[config.mk]
export PLATFORM = sky130hd
export DESIGN_NAME = ux607_shadow_reg_vec
export DESIGN_NICKNAME = d
export VERILOG_FILES = /design/src/rtl/ux607_shadow_reg_vec.sv
export SDC_FILE = /design/constraint.sdc
export NUM_CORES = 1
export LEC_CHECK = 0
export CAP_MARGIN = 30
export CORE_AREA = 2 2 110 112
export CTS_CLUSTER_SIZE = 28
export DETAILED_ROUTE_END_ITERATION = 7
export DIE_AREA = 0 0 112 114
export GPL_TIMING_DRIVEN = 0
export PLACE_DENSITY = 0.87
export SKIP_CTS_REPAIR_TIMING = 1
export SLEW_MARGIN = 10
export SYNTH_ARGS = -nofsm -noshare
export SYNTH_HDL_FRONTEND = slang
export SYNTH_SLANG_ARGS = --single-unit
[constraint.sdc]
create_clock -name clock -period 3.06 [get_ports clock]
set_input_delay 0.612 -clock clock [delete_from_list [all_inputs] [get_ports clock]]
set_output_delay 0.612 -clock clock [all_outputs]
set_load 0.005 [all_outputs]
[src/rtl/ux607_shadow_reg_vec.sv]
`default_nettype none
// ============================================================================
//  Module   : ux607_shadow_reg_vec
//  Purpose  : Control/status register vector. It has byte-lane strobes and
//             write/set/clear/toggle operations. Writes go into a shadow copy,
//             and a commit moves the shadow into the active copy in one step.
//             An abort discards the pending shadow contents. With DIRECT=1
//             the shadow stage is bypassed.
//  Ports    : clock, reset        - clock, synchronous active-high reset
//             io_en/io_op/io_d    - write request, operation, data/mask
//             io_strb             - lane strobes (lane k = bits k*LANE +: LANE)
//             io_commit/io_abort  - publish / discard the shadow contents
//             io_q, io_shadow_q   - active and shadow copies
//             io_dirty            - shadow holds uncommitted writes
//             io_commit_ack       - one-cycle pulse after each commit
//             io_rise, io_fall    - per-bit edge pulses of the active copy
//  Revision : 1.0 - initial release
// ============================================================================
module ux607_shadow_reg_vec #(
  parameter int               WIDTH     = 32,
  parameter int               LANE      = 8,
  parameter logic [WIDTH-1:0] RESET_VAL = '0,
  parameter bit               DIRECT    = 1'b0
) (
  input  logic                  clock,
  input  logic                  reset,
  input  logic                  io_en,
  input  logic [1:0]            io_op,
  input  logic [WIDTH-1:0]      io_d,
  input  logic [WIDTH/LANE-1:0] io_strb,
  input  logic                  io_commit,
  input  logic                  io_abort,
  output logic [WIDTH-1:0]      io_q,
  output logic [WIDTH-1:0]      io_shadow_q,
  output logic                  io_dirty,
  output logic                  io_commit_ack,
  output logic [WIDTH-1:0]      io_rise,
  output logic [WIDTH-1:0]      io_fall
);

  localparam int LANES = WIDTH / LANE;

  localparam logic [1:0] OP_WRITE  = 2'b00;
  localparam logic [1:0] OP_SET    = 2'b01;
  localparam logic [1:0] OP_CLEAR  = 2'b10;
  localparam logic [1:0] OP_TOGGLE = 2'b11;

  logic [WIDTH-1:0] active;
  logic [WIDTH-1:0] shadow;
  logic [WIDTH-1:0] q_d1;
  logic             dirty;
  logic             commit_ack;

  logic [WIDTH-1:0] lane_mask;
  logic [WIDTH-1:0] op_val;
  logic [WIDTH-1:0] shadow_next;
  logic             write_fire;

  // Expand each lane strobe across the bits of its lane.
  for (genvar k = 0; k < LANES; k++) begin : g_lane
    assign lane_mask[k*LANE +: LANE] = {LANE{io_strb[k]}};
  end

  // A request with no strobed lane does nothing and does not mark dirty.
  assign write_fire = io_en && (|io_strb);

  always_comb begin
    op_val = shadow;
    case (io_op)
      OP_WRITE:  op_val = io_d;
      OP_SET:    op_val = shadow | io_d;
      OP_CLEAR:  op_val = shadow & ~io_d;
      OP_TOGGLE: op_val = shadow ^ io_d;
      default:   op_val = shadow;
    endcase
  end

  // Shadow including any same-cycle write. A commit publishes this value,
  // so a write and a commit in the same cycle act as one atomic update.
  always_comb begin
    shadow_next = shadow;
    if (write_fire) begin
      shadow_next = (shadow & ~lane_mask) | (op_val & lane_mask);
    end
  end

  always_ff @(posedge clock) begin
    if (reset) begin
      active     <= RESET_VAL;
      shadow     <= RESET_VAL;
      q_d1       <= RESET_VAL;
      dirty      <= 1'b0;
      commit_ack <= 1'b0;
    end else begin
      q_d1       <= active;
      // Every accepted commit acks, so back-to-back commits hold ack high.
      commit_ack <= io_commit;
      if (DIRECT) begin
        // Bypass mode: both copies move together and never diverge.
        active <= shadow_next;
        shadow <= shadow_next;
        dirty  <= 1'b0;
      end else if (io_commit) begin
        // Commit takes priority over a simultaneous abort.
        active <= shadow_next;
        shadow <= shadow_next;
        dirty  <= 1'b0;
      end else if (io_abort) begin
        // A same-cycle write is dropped along with the pending contents.
        shadow <= active;
        dirty  <= 1'b0;
      end else begin
        shadow <= shadow_next;
        if (write_fire) begin
          dirty <= 1'b1;
        end
      end
    end
  end

  assign io_q          = active;
  assign io_shadow_q   = shadow;
  assign io_dirty      = dirty;
  assign io_commit_ack = commit_ack;
  // Edge pulses decode registered state only, so they last exactly one cycle.
  assign io_rise       = active & ~q_d1;
  assign io_fall       = ~active & q_d1;

endmodule
`default_nettype wire

==> summary.txt <==
Drt
  • Routed length per instance: roughly 17 µm
  • # DRC: 0
  • Vias: between 5000 and 6000
  • WL final: between 15000 and 20000 µm
  • Iter 0 DRT Violations: between 300 and 400
  • Routed vias/inst: roughly 5.5
  • Drt pass-1 iters: 4
  • Remaining antenna violation count: 0

Critical path
  • Crit path from: io_q[18]
  • Critical Path RT: roughly 2.5 ns
  • Critical path capture point type: output pin
  • Worst setup path class: reg2out
  • Critical path data arrival time: between 1.5 and 2 ns
  • CP Max Fanout: 6
  • RR Startpoint: io_shadow_q[4]
  • Critical path launch point type: flip-flop

Power and ir drop
  • Pwr Density: around 420 nW/µm²
  • Cell leakage power: between 3 and 4 nW
  • VDD IR max: slightly below 300 µV

GRT
  • GR Util All Layers: 25.7%
  • Number of global-route vias before repair: ~5400
  • First-pass GRT wire length: around 26000 µm
  • Largest net degree at the start of global routing: 15
  • Initial antenna violation count: 0
  • GRT Residual Overflow: 0

Outcome
  • Status: completed

STA
  • Setup-failing EPs final: 0
  • Final hold violation count: 0
  • Maximum clock frequency: between 400 and 500 MHz
  • Rel. slew slack: between 50% and 60%
  • Worst-margin pin slew: 0.669 ns
  • Final TNS setup: 0 ns
  • Tcrit/Tclk final: ~70%
  • RSZ-0062 raised after global routing: false
  • Period minus WS final: 2.12 ns
  • Clk_skew: between 0.005 and 0.006 ns
  • Slew Limit Fails: 0

Floorplan
  • Die area: about 13000 µm²
  • Starting density of the core: 50.5%
  • Die Y: about 110 µm
  • Chip width: ~110 µm
  • CORE AREA: approximately 12000 µm²
  • I/O pin count: around 170
  • FP Rows: 40

Clocking
  • CTS Sinks: 98
  • Clk Latency, worst-skew pair: approximately 0.35 ns
  • Htree depth: 3
  • CTS Buf Count: 9
  • Clk root buf: clkbuf_16
  • Max Root-Sink Buffers: 2
  • Clk slew on worst S/H paths: ~0.07 ns
  • CTS tree: yes

Cells and area
  • Final Non-Filler Cells: between 1000 and 1500
  • Antenna diode count: 0
  • Area grow syn2layout: 36.9%
  • Layout cell share with drive strength beyond 1: 8.28%
  • Fillcell total: 922
  • Final nets: 960

Yosys
  • Syn Area/Cell: between 8 and 9 µm²
  • Count leader, synth: dfxtp_1
  • YS warnings: 0
  • Area share of the largest cell type after synthesis: approximately 33%
  • Post-Syn Area: about 5900 µm²
  • Largest area contributor in the netlist: dfxtp_1
  • Synth unique cells: 29
  • Post-synth net total: 779
  • Register area share after synthesis: ~33%
  • Asr flop ratio synth: 0%
  • Syn Inst Count: ~670
  • Commonest cells post-synth: dfxtp_1 (98), nor2b_1 (97), nor2_1 (92)
  • Post-synth EDFFs: 0
  • Post-synth top flop: dfxtp_1
  • Top cells by area, synth: dfxtp_1 (33%), ha_1 (14%), nor2b_1 (10%)
  • Yosys reg bits: 98

Run
  • MaxCap Viol Count: 0

Min path
  • Hold crit path type: reg2reg
  • Hold Crit Start: io_q[5]

Placed design
  • Placer Congestion: between 0.8 and 0.9
  • Placed Cells: just under 1000
  • Placed wire-length estimate: ~12000 µm
  • IO buf count: 170
-- area by class of cell --
class	instances	area, µm²	area share [%]
Multi-Input combinational cell	465	3440	42.4
Buffer	45	274	3.38
Timing Repair Buffer	170	1700	21.0
Clock inverter	2	35.0	0.433
Tap cell	147	184	2.27
Inverter	64	240	2.97
Sequential cell	98	1960	24.2
Clock buffer	14	264	3.26
-- metal layers --
layer	vias up	routed length [µm]	GRT usage [%]
li1	2659	-	-
met1	2634	7160	31.9
met2	206	8100	44.6
met3	22	1170	4.62
met4	0	220	10.2
met5	-	0	0
-- report_power, final --
group / internal (mW) / total (mW) / switching [mW]
clock: 0.679 / 1.17 / 0.489
sequential: 1.36 / 1.45 / 0.0904
combinational: 0.430 / 0.757 / 0.327
-- critical path, cell delays in order, from the launching register on --
cell and delay [ns]:
dfxtp_1 0.42, nor2b_1 0.20, clkdlybuf4s50_1 0.54
-- cells by family (layout without fill, tap and decap cells) --
family | after synthesis | count (layout) | synth area share, %
AO/OA/AOI/OAI | 125 | 125 | 16.6
AND/OR/NAND/NOR | 244 | 244 | 21.8
multiplexers | 32 | 32 | 6.22
buffers and inverters | 109 | 295 | 8.70
adder cells (fa/ha/maj) | 64 | 64 | 13.5
flip-flops | 98 | 98 | 33.2
-- cell usage in the layout, fill, tap and decap left out, types with 21 or more instances in the layout --
| cell type | netlist | layout |
|---|---|---|
| o21ai_1 | 27 | 27 |
| clkbuf_1 | 18 | 21 |
| and2_1 | 28 | 28 |
| ha_1 | 64 | 64 |
| a22oi_1 | 22 | 22 |
| nor2b_1 | 97 | 97 |
| clkdlybuf4s50_1 | 0 | 170 |
| dfxtp_1 | 98 | 98 |
| mux2_2 | 24 | 24 |
| nor2_1 | 92 | 92 |
| inv_1 | 64 | 64 |
| a311oi_1 | 64 | 64 |
-- stage by stage --
stage / utilization, % / area, µm² / hold WS (ns) / setup slack [ns] / total power, mW
CTS: 69.1 / 8100 / 0.531 / 0.945 / 3.37
floorplan: - / 5910 / 0.500 / 1.46 / 1.84
finish: 69.1 / 8100 / 0.531 / 0.939 / 3.37
global placement: 66.6 / 7800 / 0.511 / 0.685 / 2.20
global route: 69.1 / 8100 / 0.550 / 0.876 / 3.52
detailed placement: 66.6 / 7800 / 0.519 / 0.649 / 2.23
-- worst paths after layout --
kind                            slack, ns  cells after the start              to
worst min-delay path                 0.53                      1         q_d1[5]
worst max-delay path                 0.94                      2     io_rise[18]
worst min register to register       0.53                      1         q_d1[5]
worst max register to register       1.61                      5  io_shadow_q[4]
-- state kept, by name, summed over array words and instances (netlist names) --
name           count
io_q              32
io_shadow_q       32
q_d1              32
io_commit_ack      1
io_dirty           1
No activity file was read; power rests on OpenSTA's default activity.
